--- src/rtl/bitserial_logic_processor_if.sv ---
// Host-side bus for bitserial_logic_processor.
// master: host that drives loads, Execute, function/routing select and step count.
// slave : the processor; returns register contents plus Busy/Done status.
//   LoadA/LoadB  level load strobes for A/B (Din)
//   Execute      level start request
//   F, R         function and routing select, used on every shift
//   Steps        shifts per operation (0 or >WIDTH means WIDTH)
//   Aval/Bval    register contents
//   Busy/Done    shifting in progress / one-cycle completion pulse
interface bitserial_logic_processor_if #(
  parameter int WIDTH = 16
);
  localparam int SW = $clog2(WIDTH + 1);

  logic             LoadA;
  logic             LoadB;
  logic             Execute;
  logic [WIDTH-1:0] Din;
  logic [2:0]       F;
  logic [1:0]       R;
  logic [SW-1:0]    Steps;
  logic [WIDTH-1:0] Aval;
  logic [WIDTH-1:0] Bval;
  logic             Busy;
  logic             Done;

  modport master (
    output LoadA, LoadB, Execute, Din, F, R, Steps,
    input  Aval, Bval, Busy, Done
  );

  modport slave (
    input  LoadA, LoadB, Execute, Din, F, R, Steps,
    output Aval, Bval, Busy, Done
  );
endinterface

--- src/rtl/bitserial_logic_processor.sv ---
// Bit-serial logic processor: two WIDTH-bit shift registers A and B shift
// right together; a selectable bitwise function of the outgoing LSBs and a
// routing select decide what enters the MSBs.
// Ports:
//   Clk    system clock, rising edge
//   Reset  asynchronous, active-high; clears registers, counter and FSM
//   bus    slave modport of bitserial_logic_processor_if (loads, Execute,
//          F/R/Steps in; Aval/Bval/Busy/Done out)
//
// state | meaning
// IDLE  | waiting for Execute; loads accepted
// SHIFT | one shift per clock until the latched step count runs out
// HOLD  | operation finished, Execute still high; loads accepted, no retrigger
module bitserial_logic_processor #(
  parameter int WIDTH = 16
) (
  input  logic                         Clk,
  input  logic                         Reset,
  bitserial_logic_processor_if.slave   bus
);
  localparam int SW = $clog2(WIDTH + 1);

  typedef enum logic [1:0] {
    IDLE  = 2'd0,
    SHIFT = 2'd1,
    HOLD  = 2'd2
  } state_t;

  state_t           state, next_state;
  logic [WIDTH-1:0] a_q, b_q;
  logic [SW-1:0]    count;
  logic [SW-1:0]    eff_steps;
  logic             done_q;
  logic             f_bit;
  logic             new_a, new_b;
  logic             last_shift;

  // Zero or an out-of-range count runs a full-width operation.
  always_comb begin
    eff_steps = bus.Steps;
    if (bus.Steps == '0 || bus.Steps > SW'(WIDTH))
      eff_steps = SW'(WIDTH);
  end

  always_comb begin
    f_bit = 1'b0;
    case (bus.F)
      3'b000: f_bit = a_q[0] & b_q[0];
      3'b001: f_bit = a_q[0] | b_q[0];
      3'b010: f_bit = a_q[0] ^ b_q[0];
      3'b011: f_bit = 1'b1;
      3'b100: f_bit = ~(a_q[0] & b_q[0]);
      3'b101: f_bit = ~(a_q[0] | b_q[0]);
      3'b110: f_bit = ~(a_q[0] ^ b_q[0]);
      default: f_bit = 1'b0;
    endcase
  end

  always_comb begin
    new_a = a_q[0];
    new_b = b_q[0];
    case (bus.R)
      2'b00: begin new_a = a_q[0]; new_b = b_q[0]; end
      2'b01: begin new_a = a_q[0]; new_b = f_bit;  end
      2'b10: begin new_a = f_bit;  new_b = b_q[0]; end
      default: begin new_a = b_q[0]; new_b = a_q[0]; end
    endcase
  end

  assign last_shift = (state == SHIFT) && (count == SW'(1));

  always_ff @(posedge Clk or posedge Reset) begin
    if (Reset) state <= IDLE;
    else       state <= next_state;
  end

  always_comb begin
    next_state = state;
    case (state)
      IDLE:  if (bus.Execute) next_state = SHIFT;
      SHIFT: if (count == SW'(1)) next_state = bus.Execute ? HOLD : IDLE;
      HOLD:  if (!bus.Execute) next_state = IDLE;
      default: next_state = IDLE;
    endcase
  end

  always_ff @(posedge Clk or posedge Reset) begin
    if (Reset) begin
      a_q    <= '0;
      b_q    <= '0;
      count  <= '0;
      done_q <= 1'b0;
    end else begin
      done_q <= last_shift;
      if (state == SHIFT) begin
        a_q   <= {new_a, a_q[WIDTH-1:1]};
        b_q   <= {new_b, b_q[WIDTH-1:1]};
        count <= count - SW'(1);
      end else begin
        // A load coinciding with Execute in IDLE lands before the first shift.
        if (bus.LoadA) a_q <= bus.Din;
        if (bus.LoadB) b_q <= bus.Din;
        if (state == IDLE && bus.Execute) count <= eff_steps;
      end
    end
  end

  assign bus.Aval = a_q;
  assign bus.Bval = b_q;
  assign bus.Busy = (state == SHIFT);
  assign bus.Done = done_q;
endmodule

--- src/flat_wrapper.sv ---
// flat-port wrapper written by rule: the top's interface ports become plain ports
module bitserial_logic_processor_flat 
#(
  parameter int WIDTH = 16
)
  (Clk, Reset, bus_LoadA, bus_LoadB, bus_Execute, bus_Din, bus_F, bus_R, bus_Steps, bus_Aval, bus_Bval, bus_Busy, bus_Done);
  bitserial_logic_processor_if #(.WIDTH(WIDTH)) bus_i ();
  input  logic Clk;
  input  logic Reset;
  input wire logic [$bits(bus_i.LoadA)-1:0] bus_LoadA;
  input wire logic [$bits(bus_i.LoadB)-1:0] bus_LoadB;
  input wire logic [$bits(bus_i.Execute)-1:0] bus_Execute;
  input wire logic [$bits(bus_i.Din)-1:0] bus_Din;
  input wire logic [$bits(bus_i.F)-1:0] bus_F;
  input wire logic [$bits(bus_i.R)-1:0] bus_R;
  input wire logic [$bits(bus_i.Steps)-1:0] bus_Steps;
  output wire logic [$bits(bus_i.Aval)-1:0] bus_Aval;
  output wire logic [$bits(bus_i.Bval)-1:0] bus_Bval;
  output wire logic [$bits(bus_i.Busy)-1:0] bus_Busy;
  output wire logic [$bits(bus_i.Done)-1:0] bus_Done;
  assign bus_i.LoadA = bus_LoadA;
  assign bus_i.LoadB = bus_LoadB;
  assign bus_i.Execute = bus_Execute;
  assign bus_i.Din = bus_Din;
  assign bus_i.F = bus_F;
  assign bus_i.R = bus_R;
  assign bus_i.Steps = bus_Steps;
  assign bus_Aval = bus_i.Aval;
  assign bus_Bval = bus_i.Bval;
  assign bus_Busy = bus_i.Busy;
  assign bus_Done = bus_i.Done;
  bitserial_logic_processor #(.WIDTH(WIDTH)) u_core (.Clk(Clk), .Reset(Reset), .bus(bus_i));
endmodule
--- config.mk ---
export PLATFORM = sky130hd
export DESIGN_NAME = bitserial_logic_processor_flat
export DESIGN_NICKNAME = d
export VERILOG_FILES = /design/src/rtl/bitserial_logic_processor_if.sv /design/src/rtl/bitserial_logic_processor.sv /design/src/flat_wrapper.sv
export SDC_FILE = /design/constraint.sdc
export NUM_CORES = 1
export LEC_CHECK = 0
export BUFFER_PORTS_ARGS = -buffer_cell sky130_fd_sc_hd__buf_2
export CAP_MARGIN = 20
export CORE_MARGIN = 2
export CORE_UTILIZATION = 53
export CTS_BUF_LIST = sky130_fd_sc_hd__clkbuf_2
export CTS_CLUSTER_DIAMETER = 120
export DETAILED_ROUTE_END_ITERATION = 6
export GPL_ROUTABILITY_DRIVEN = 0
export HOLD_SLACK_MARGIN = 0.02
export PLACE_DENSITY_LB_ADDON = 0.2
export SETUP_SLACK_MARGIN = 0.15
export SLEW_MARGIN = 20
export SYNTH_ARGS = -nofsm -noshare
export SYNTH_HDL_FRONTEND = slang
export SYNTH_SLANG_ARGS = --single-unit
--- constraint.sdc ---
create_clock -name Clk -period 2 [get_ports Clk]
set_input_delay 0.5 -clock Clk [delete_from_list [all_inputs] [get_ports Clk]]
set_output_delay 0.5 -clock Clk [all_outputs]
set_load 0.01 [all_outputs]
* Yosys cells after proc, flatten, opt, wreduce, memory -nomap -nowiden *
Cells that the tools add are included.

word-level totals
  input bits = 31
  output and inout bits = 34
  register bits after elaboration = 40

cells by class
  equality and inequality tests = 14
  reduce and logical (&&, ||, !) cells = 13
  mux-type cells = 15
  $lt $le $gt $ge = 1
  $add $sub $neg = 1
  bitwise gates (word level) = 6

operators with widths
  operator                                                count
  two-way mux 16 bit                                      4
  two-way mux 5 bit                                       3
  equality test 3 bit (second input constant)             3
  two-way mux 2 bit                                       4
  case mux 1 bit (7 select lines)                         1
  equality test 3 x 2 -> 1 bit (second input constant)    2
  case mux 2 bit (3 select lines)                         1
  nonzero test 2 bit                                      3
  equality test 5 x 1 -> 1 bit (second input constant)    1
  greater-than comparator 5 bit (second input constant)   1
  logical NOT 5 bit                                       1
  subtractor 5 x 1 -> 5 bit (second input constant)       1
  equality test 2 x 1 -> 1 bit (second input constant)    2
  equality test 2 bit (second input constant)             2
  logical NOT 2 bit                                       2
  inequality test 2 bit (second input constant)           2
  case mux 1 bit (2 select lines)                         2
  OR reduction 2 bit                                      2
  equality test 3 x 1 -> 1 bit (second input constant)    1
  logical NOT 3 bit                                       1
  inverter 1 bit                                          3
  AND reduction 3 bit                                     1
  logical AND 1 bit                                       2
  inequality test 2 x 1 -> 1 bit (second input constant)  1
  other kinds (4)                                         4

* Depth between registers and ports, before layout *
Gate-level depths: netlist of the first run.

  depth after elaboration = 5
  mapped depth = 7
  gate-level depth less buffers = 6

* Worst setup path before layout of the first run *
Ideal clock, no wire load.

  path kind = input to register
  start = input bus_Steps[1]
  end = register u_core.count[0]
  library setup time = 0.128 ns
  setup slack = 0.221 ns
  arrival time = 1.651 ns
  stages on the path = 6
  buffers on the path = 0
  cells stage by stage = or4_1 -> ha_1 -> nand2b_1 -> a21oi_1 -> o21ai_0 -> o31ai_1

on the way
  word-level cells in the longest chain between the ends = 5
  elaborated cells on any way between the ends = 6
  those cells by class = 1 x order compare; 3 x mux; 2 x reduce/logical

ends and longest elaborated chain
  what                                                                line                              RTL
  start, declared                                                     flat_wrapper.sv:16                input wire logic [$bits(bus_i.Steps)-1:0] bus_Steps;
  greater-than comparator 5 bit or logical NOT 5 bit (tied branches)  bitserial_logic_processor.sv:41   if (bus.Steps == '0 || bus.Steps > SW'(WIDTH))
  logical OR 1 bit *                                                  bitserial_logic_processor.sv:41
  two-way mux 5 bit *                                                 bitserial_logic_processor.sv:41
  two-way mux 5 bit *                                                 bitserial_logic_processor.sv:103  if (state == IDLE && bus.Execute) count <= eff_steps;
  two-way mux 5 bit *                                                 bitserial_logic_processor.sv:95   if (state == SHIFT) begin
  end signal, assigned                                                bitserial_logic_processor.sv:98   count <= count - SW'(1);
  end signal, assigned                                                bitserial_logic_processor.sv:103
  end, declared                                                       bitserial_logic_processor.sv:31   logic [SW-1:0] count;

Mark *: on every way between the ends. The rest lies on a longest branch, timed or not. The select of a mux whose other input is x is not followed.
A chain may end at the register's enable or synchronous reset.

* Worst setup path in the final report of the first run *
  start = register u_core.state[1]
  end = output bus_Busy

on the way
  word-level cells in the longest chain between the ends = 1

ends and longest elaborated chain
  what                          line                              RTL
  start, declared               bitserial_logic_processor.sv:29   state_t state, next_state;
  start signal, assigned        bitserial_logic_processor.sv:74   else state <= next_state;
  equality test 2 x 1 -> 1 bit  bitserial_logic_processor.sv:110  assign bus.Busy = (state == SHIFT);
  end, declared                 flat_wrapper.sv:19                output wire logic [$bits(bus_i.Busy)-1:0] bus_Busy;

Every way passes these cells.

==> results.py, run 1 <==
metrics = {
    "floorplan": {
        "die_w_um": 67.1,
        "fp-row-count": 22,
        "die_y_um": 67.1,
        "io_pins": 65,
        "core-area_um2": 3740,
        "start_util_pct": 56.4,
        "die-area_um2": 4500,
    },
    "grt": {
        "grt_pass1_wl_um": 7450,
        "first_global_vias": 1633,
        "antenna_found_initial": 0,
        "grt_max_degree": 41,
        "met3_usage_pct": 3.72,
        "met1_usage_pct": 28.7,
        "grt_util_all_layers_pct": 21.9,
        "use_met2_pct": 36.5,
        "busiest_layer": "met2",
        "overflow": 0,
    },
    "critical_path": {
        "path_buf_inv": 2,
        "r2r-start": "u_core.bus.Bval[0]",
        "critPathLaunch": "u_core.state[1]",
        "required_ns": 1.50,
        "path_delay_family": "flip-flops",
        "crit_chain": "nand2b_2, clkinv_4, buf_2",
        "crit_type": "flip-flop to primary output",
        "critPathSlowestCell": "dfrtp_1",
        "end_kind": "primary output",
        "crit_fanout": 9,
        "slowest_delay_ns": 0.43,
        "cp-start-kind": "flip-flop",
        "worstPathArrival_ns": 1.28,
    },
    "placement": {
        "hpwl_um": 3260,
        "io_buffers": 64,
        "place_inst": 319,
        "place_area_um2": 2450,
    },
    "synthesis": {
        "ys_async_sr_fraction_pct": 100,
        "ys_seq_area_share_pct": 47.4,
        "synth_top_area_cell": "dfrtp_1",
        "synth_edf_count": 0,
        "synth_fp_nets": 248,
        "yosysUniqueCellTypes": 36,
        "synth_top_area_share_pct": 47.4,
        "yosys_warnings": 0,
        "synth_ff_type": "dfrtp_1",
        "syn_avg_cell_area_um2": 9.95,
        "syn-cell-area_um2": 2110,
        "synth_seq_cells": 40,
        "netlist_instances": 212,
        "synth.area.top_cells": "dfrtp_1 47%, mux2i_1 16%, nand2_1 6.4%",
    },
    "cells_and_area": {
        "diodes": 0,
        "fin_util_pct": 67.8,
        "syn_to_final_growth_pct": 20.3,
        "fin_nets": 317,
        "postLayoutCellArea_um2": 2540,
        "final_cells": 330,
        "drive_gt1_share_pct": 30.5,
    },
    "run_status": {
        "status": "complete, no violations",
    },
    "pwr": {
        "p_sw_mw": 1.48,
        "seqPwrFrac_pct": 41.6,
        "swShare_pct": 41.4,
        "pwr-share-comb_pct": 45.1,
        "p_per_area_nw_per_um2": 1400,
        "peakVddDrop_uv": 601,
        "p_int_mw": 2.09,
        "clockPowerShare_pct": 13.3,
        "p_leak_nw": 1.35,
    },
    "route": {
        "wire_per_inst_um": 13.5,
        "routed_via_density": 5.37,
        "wirelength_um": 4470,
        "drc": 0,
        "vias": 1772,
        "detail-route-antenna-nets": 0,
        "drt_pass1_iterations": 5,
        "drt_iter0_markers": 123,
    },
    "cts": {
        "holdBufCountCts": 0,
        "cts_buffers": 5,
        "clk-insertion-delay-late_ns": 0.41,
        "cts_buffer_depth": 2,
        "cts_sinks": 40,
        "cts_max_level": 2,
        "cts_tree": "built",
        "cts_root_buffer": "clkbuf_2",
        "path_clk_slew_ns": 0.22,
    },
    "job": {
        "cap_violations": 0,
    },
    "sta": {
        "hold_violations": 0,
        "finClkSkew_ns": 0.0244,
        "tightest_slew_ns": 0.577,
        "finalSetupTns_ns": 0,
        "setup_viol_count_final": 0,
        "min_period_ns": 1.78,
        "drv_slew": 0,
        "slew-limit-headroom_pct": 61.5,
        "rsz0062_at_grt": "false",
        "timing.final.crit_share_pct": 89.1,
        "fmax_mhz": 561,
    },
    "hold_path": {
        "hold_path.class": "input port to async pin",
    },
}
## synth_stat cells (3+ instances only)
cell type	n
buf_6	3
ha_1	5
dfrtp_1	40
mux2i_1	34
nand2_1	36
buf_2	4
o21ai_1	26
nor2_1	4
o21ai_0	10
inv_1	8
a21oi_1	6
a31oi_1	5
## tightest hold or removal path: cells and delay by family
kind	cells	cell delay (ns)
buffers and inverters	3	0.58
## through the flow
step,total power [mW],hold WS (ns),setup slack (ns)
2_1_floorplan,2.56,0.465,0.221
3_3_place_gp,3.05,0.488,0.0917
5_1_grt,3.89,0.221,0.141
3_5_place_dp,3.11,0.500,0.0604
4_1_cts,3.59,0.191,0.154
6_report,3.56,0.178,0.218
## worst paths after layout
check	end	slack, ns	cells past startpoint
max in group asynchronous	u_core.state[0]	1.44	3
min in group Clk	u_core.state[1]	0.34	2
hold / removal	u_core.bus.Aval[10]	0.18	3
setup / recovery	bus_Busy	0.22	3
hold reg to reg	u_core.bus.Aval[10]	0.53	2
setup reg to reg	u_core.bus.Bval[15]	0.37	6
## per-layer routing
| layer | wire length (um) | vias up |
|---|---|---|
| met5 | 0 | - |
| met1 | 2060 | 834 |
| met2 | 2130 | 49 |
| met3 | 209 | 7 |
| met4 | 62 | 0 |
| li1 | - | 882 |
## power by group through the flow
stage                     registers [mW]  logic [mW]  clock network, mW
after detailed placement            1.51        1.60                  0
after global placement              1.49        1.56                  0
after global routing                1.53        1.84              0.517
after CTS                           1.49        1.61              0.487
after floorplan                     1.60       0.966                  0
final                               1.48        1.61              0.474
## repair_timing
action | CTS | global route
gates resized for setup | 1 | 2
gates cloned | 0 | 0
setup endpoints to repair | 1 | 1
hold endpoints to repair | 0 | 0
pin swaps | 0 | 0
buffers inserted | 1 | 2
## layout make-up
class | instances | area (um2)
tap | 48 | 60.1
clock inverter | 3 | 37.5
timing repair buffer | 74 | 395
clock buffer | 5 | 25.0
multi-input combinational | 151 | 978
sequential | 40 | 1000
inverter | 9 | 38.8
fill | 339 | 1210
## sequential cells by signal, indices dropped and copies added, names as in the netlist
register	count
u_core.bus.Aval	16
u_core.state	2
u_core.bus.Bval	16
u_core.bus.Done	1
u_core.count	5
## layout by cell type (no fill, tap or decap), types with 2 or more instances in the layout
master / n
ha_1: 5
nor3_1: 2
dfrtp_1: 39
a21oi_1: 6
clkbuf_2: 5
o21ai_1: 26
mux2i_1: 34
nor2_1: 4
o21ai_0: 10
buf_4: 10
a31oi_1: 5
nand3_1: 2
clkinv_1: 2
buf_2: 64
inv_1: 8
nor4b_1: 2
and4b_1: 2
nand2_1: 36
## logic make-up (layout without fill, tap and decap cells)
| kind of cell | after synthesis | count (layout) | synth area share (%) |
|---|---|---|---|
| adder cells (fa/ha/maj) | 5 | 5 | 2.97 |
| buffers and inverters | 21 | 91 | 6.29 |
| AND/OR/NAND/NOR | 58 | 58 | 13.0 |
| multiplexers | 35 | 35 | 16.7 |
| flip-flops | 40 | 40 | 47.4 |
| AO/OA/AOI/OAI | 53 | 53 | 13.6 |
Note: power is estimated with default switching activity, not from simulation.
==> run 2, diff against run 1 <==
CORE_MARGIN = unset   (was 2)
PLACE_DENSITY = 0.82   (was unset)
PLACE_DENSITY_LB_ADDON = unset   (was 0.2)
==> run 2 against run 1 <==
Against the previous run:
- count of clock-buffer cells in the layout up 1
- largest power group unchanged
- wire length shrank 0.56%
- clock power barely moved
- via count increased by 0.73%
- sequential cell count stayed put
- worst setup slack better by 0.0037 ns
- total power increased by 1.5%
- hold slack worse by 0.0097 ns
- clock skew is essentially flat
- cell area rose by 0.94%
- sequential share of layout area fell by 0.32 points
==> results.py, run 2 (synthesized netlist as in run 1, its figures left out) <==
metrics = {
    "run_status": {
        "status": "complete, no violations",
    },
    "floorplan": {
        "die_y_um": 65.1,
        "start_util_pct": 56.4,
        "die_w_um": 65.1,
        "io_pins": 65,
        "core-area_um2": 3740,
        "die-area_um2": 4240,
        "fp-row-count": 22,
    },
    "cells_and_area": {
        "final_common_cell": "buf_2",
        "postLayoutCellArea_um2": 2560,
        "layout_common_cells": "64 x buf_2, 38 x dfrtp_1, 36 x nand2_1, 34 x mux2i_1, 26 x o21ai_1",
        "syn_to_final_growth_pct": 21.4,
        "fin_util_pct": 68.4,
        "diodes": 0,
        "drive_gt1_share_pct": 31.8,
        "fin_nets": 318,
    },
    "grt": {
        "grt_util_all_layers_pct": 23.7,
        "grt_max_degree": 41,
        "antenna_found_initial": 0,
        "overflow": 0,
        "first_global_vias": 1712,
        "grt_pass1_wl_um": 7650,
    },
    "sta": {
        "finalSetupTns_ns": 0,
        "tightest_slew_ns": 0.576,
        "hold_slack_ns": 0.169,
        "fmax_mhz": 562,
        "timing.final.crit_share_pct": 88.9,
        "drv_slew": 0,
        "hold_violations": 0,
        "finClkSkew_ns": 0.0240,
        "rsz0062_at_grt": "false",
        "setup_viol_count_final": 0,
        "min_period_ns": 1.78,
        "slew-limit-headroom_pct": 61.5,
    },
    "route": {
        "routed_via_density": 5.39,
        "drt_iter0_markers": 111,
        "wire_per_inst_um": 13.4,
        "drt_pass1_iterations": 5,
        "wirelength_um": 4440,
        "detail-route-antenna-nets": 0,
        "drc": 0,
        "vias": 1785,
    },
    "placement": {
        "hpwl_um": 3230,
        "place_area_um2": 2440,
        "io_buffers": 64,
    },
    "pwr": {
        "p_leak_nw": 1.37,
        "total_power_mw": 3.62,
        "peakVddDrop_uv": 683,
        "p_per_area_nw_per_um2": 1410,
    },
    "job": {
        "cap_violations": 0,
    },
    "hold_path": {
        "hold_path.class": "input port to async pin",
    },
    "critical_path": {
        "required_ns": 1.50,
        "cp-start-kind": "flip-flop",
        "crit_type": "flip-flop to primary output",
        "r2r-start": "u_core.bus.Bval[0]",
        "crit_fanout": 3,
        "worstPathArrival_ns": 1.28,
        "critPathLaunch": "u_core.state[1]",
        "end_kind": "primary output",
    },
    "cts": {
        "cts_buffers": 5,
        "clk-insertion-delay-late_ns": 0.40,
        "cts_tree": "built",
        "holdBufCountCts": 0,
        "cts_sinks": 40,
        "cts_root_buffer": "clkbuf_2",
        "cts_max_level": 2,
        "path_clk_slew_ns": 0.21,
        "cts_buffer_depth": 2,
    },
}
run 2: area by class of cell:
| type | instances | area, um2 |
|---|---|---|
| clock buffers | 6 | 30.0 |
| fillers | 326 | 1180 |
| repair inverters | 1 | 6.26 |
| multi-input cells | 151 | 983 |
| flip-flops and latches | 40 | 1000 |
| inverters | 9 | 47.5 |
| well taps | 48 | 60.1 |
| repair buffers | 74 | 395 |
| clock inverters | 2 | 35.0 |
run 2: path summary, 6_finish.rpt:
path | end | depth (start not counted) | slack, ns
worst min-delay path | u_core.count[4] | 3 | 0.17
worst max-delay path | bus_Busy | 3 | 0.22
max in group asynchronous | u_core.bus.Aval[1] | 3 | 1.47
min in group Clk | u_core.state[1] | 2 | 0.33
worst max register to register | u_core.bus.Bval[15] | 6 | 0.33
worst min register to register | u_core.bus.Aval[11] | 2 | 0.52
run 2: per-layer routing:
layer | routed length (um) | vias up | track usage (%) | part of all wire [%]
met5 | 0 | - | 0 | 0
met4 | 61 | 0 | 8.15 | 1.4
met3 | 238 | 7 | 5.21 | 5.4
met2 | 2120 | 45 | 39.7 | 48
met1 | 2010 | 848 | 30.3 | 45
li1 | - | 885 | - | -
run 2: through the flow:
step	setup slack, ns	cells
after floorplan	0.221	212
after global placement	0.0969	318
after detailed placement	0.0579	318
after CTS	0.163	329
after global routing	0.173	331
final	0.221	331
run 2: what timing repair did:
action,CTS,global route
resized for setup,4,0
endpoints found under the setup margin,1,1
setup buffers,2,2
gates cloned,1,0
run 2: critical path, cell delays in order, from the launching register on:
cell,delay [ns]
dfrtp_2,0.45
nand2b_4,0.14
bufinv_8,0.17
buf_2,0.12
run 2: power by group:
| part | switching, mW | internal [mW] |
|---|---|---|
| Clock | 0.260 | 0.215 |
| Combinational | 0.929 | 0.733 |
| Sequential | 0.300 | 1.18 |
| Total | 1.49 | 2.13 |
==> run 3, diff against run 2 <==
RECOVER_POWER = 25   (was unset)
SLEW_MARGIN = unset   (was 20)
==> run 3 against run 2 <==
Against the previous run:
- register-to-register slack about the same
- highest routed layer unchanged
- clock power about the same
- largest cell class unchanged
- maximum frequency about the same
- combinational power about the same
- clock skew about the same
- hold slack better by 0.17 ns
- count of clock-buffer cells in the layout unchanged
- core utilization down 0.067 points
- cell area about the same
- via count unchanged
- worst setup slack better by 0.00052 ns
- die area unchanged
- critical path type unchanged
==> results.py, run 3 (synthesized netlist as in run 1, its figures left out) <==
metrics = {
    "critical_path": {
        "crit_chain": "nand2b_4, bufinv_8, buf_2",
        "required_ns": 1.50,
        "path_delay_family": "flip-flops",
        "r2r_end": "u_core.bus.Bval[15]",
        "end_kind": "primary output",
        "cp-start-kind": "flip-flop",
        "crit_cells": 3,
        "r2r-start": "u_core.bus.Bval[0]",
        "r2r_slack_ns": 0.33,
        "critPathLaunch": "u_core.state[1]",
        "crit_type": "flip-flop to primary output",
        "critPathSlowestCell": "dfrtp_2",
        "endpoint": "bus_Busy",
        "slowest_delay_ns": 0.45,
        "worstPathArrival_ns": 1.28,
        "crit_fanout": 3,
        "path_buf_inv": 2,
        "rr_worst_depth": 6,
    },
    "floorplan": {
        "start_util_pct": 56.4,
        "io_pins": 65,
        "die_y_um": 65.1,
        "fp-row-count": 22,
        "die-area_um2": 4240,
        "die_w_um": 65.1,
        "core-area_um2": 3740,
    },
    "cells_and_area": {
        "fin_util_pct": 68.3,
        "diodes": 0,
        "drive_gt1_share_pct": 31.8,
        "fin_nets": 318,
        "syn_to_final_growth_pct": 21.3,
        "nFillCells": 326,
        "layout_common_cells": "64 x buf_2, 38 x dfrtp_1, 36 x nand2_1, 34 x mux2i_1, 26 x o21ai_1",
        "seq_area_um2": 1000,
        "final_common_cell": "buf_2",
        "multi_input_area_um2": 983,
    },
    "grt": {
        "antenna_found_initial": 0,
        "grt_max_degree": 41,
        "grt_pass1_wl_um": 7650,
        "first_global_vias": 1712,
        "grt_util_all_layers_pct": 23.7,
        "overflow": 0,
    },
    "route": {
        "vias": 1785,
        "routed_via_density": 5.39,
        "wire_per_inst_um": 13.4,
        "drt_iter0_markers": 111,
        "wirelength_um": 4440,
        "detail-route-antenna-nets": 0,
        "drt_pass1_iterations": 5,
        "drc": 0,
    },
    "cts": {
        "holdBufCountCts": 0,
        "cts_buffers": 5,
        "cts_sinks": 40,
        "clk-insertion-delay-late_ns": 0.40,
        "cts_tree": "built",
        "cts_root_buffer": "clkbuf_2",
        "cts_buffer_depth": 2,
        "cts_max_level": 2,
        "path_clk_slew_ns": 0.19,
    },
    "run_status": {
        "status": "complete, no violations",
    },
    "pwr": {
        "p_per_area_nw_per_um2": 1410,
        "peakVddDrop_uv": 683,
        "p_leak_nw": 1.37,
        "total_power_mw": 3.62,
    },
    "sta": {
        "rsz0062_at_grt": "false",
        "tightest_slew_ns": 0.953,
        "finalSetupTns_ns": 0,
        "min_period_ns": 1.78,
        "drv_slew": 0,
        "finClkSkew_ns": 0.0236,
        "setup_viol_count_final": 0,
        "fmax_mhz": 562,
        "timing.final.crit_share_pct": 88.9,
        "hold_violations": 0,
        "slew-limit-headroom_pct": 36.5,
    },
    "placement": {
        "hpwl_um": 3230,
        "io_buffers": 64,
    },
    "job": {
        "cap_violations": 0,
    },
    "hold_path": {
        "hold_path.class": "input port to flip-flop",
        "hold_depth": 2,
    },
}
[run 3: cell count changes in the layout (fill, tap and decap cells not counted), sizes merged]
cell | previous run | this run
buf | 74 | 73
clkbuf | 6 | 7
[run 3: power breakdown]
group | total (mW) | switching [mW] | internal (mW) | leakage [nW]
clock network | 0.475 | 0.259 | 0.215 | 0.0430
logic | 1.66 | 0.929 | 0.732 | 0.828
registers | 1.48 | 0.300 | 1.18 | 0.496
total | 3.62 | 1.49 | 2.13 | 1.37
[run 3: stage by stage]
| step | instances | instance area [um2] | hold slack (ns) | setup WS (ns) |
|---|---|---|---|---|
| global route | 331 | 2560 | 0.308 | 0.173 |
| floorplan | 212 | 2110 | 0.465 | 0.221 |
| global placement | 318 | 2440 | 0.487 | 0.0969 |
| CTS | 329 | 2550 | 0.186 | 0.163 |
| finish | 331 | 2560 | 0.335 | 0.222 |
| detailed placement | 318 | 2440 | 0.496 | 0.0579 |
[run 3: how the worst min path moves through the flow]
stage | slack [ns] | to | start
global route | 0.31 | u_core.state[1] | bus_Execute
detailed placement | 0.50 | u_core.bus.Aval[14] | u_core.bus.Aval[15]
CTS | 0.19 | u_core.bus.Aval[11] | Reset
finish | 0.33 | u_core.state[1] | bus_Execute
floorplan | 0.47 | u_core.count[1] | u_core.count[1]
global placement | 0.49 | u_core.bus.Aval[11] | u_core.bus.Aval[12]
[run 3: layer usage]
metal | global-route usage, % | vias to the layer above | routed length [um]
met5 | 0 | - | 0
met2 | 39.7 | 45 | 2120
met3 | 5.21 | 7 | 238
li1 | - | 885 | -
met1 | 30.3 | 848 | 2020
met4 | 8.15 | 0 | 61
[run 3: what timing repair did]
| item | in CTS | in global routing |
|---|---|---|
| gates resized for setup | 4 | 0 |
| setup buffers | 2 | 2 |
| endpoints found under the setup margin | 1 | 1 |
| cloned | 1 | 0 |
[run 3: final cells by class]
| type | count | area share, % |
|---|---|---|
| well taps | 48 | 2.35 |
| repair inverters | 1 | 0.244 |
| flip-flops and latches | 40 | 39.2 |
| inverters | 9 | 1.86 |
| clock buffers | 6 | 1.17 |
| multi-input cells | 151 | 38.4 |
| repair buffers | 74 | 15.4 |
| clock inverters | 2 | 1.37 |
[run 3: worst reg2reg max path, cell delays in order, from the launching register on]
cell and delay, ns:
dfrtp_1 0.46, inv_1 0.09, ha_1 0.29, mux2_2 0.26
o22a_1 0.23, mux2i_1 0.18, nand2_1 0.06
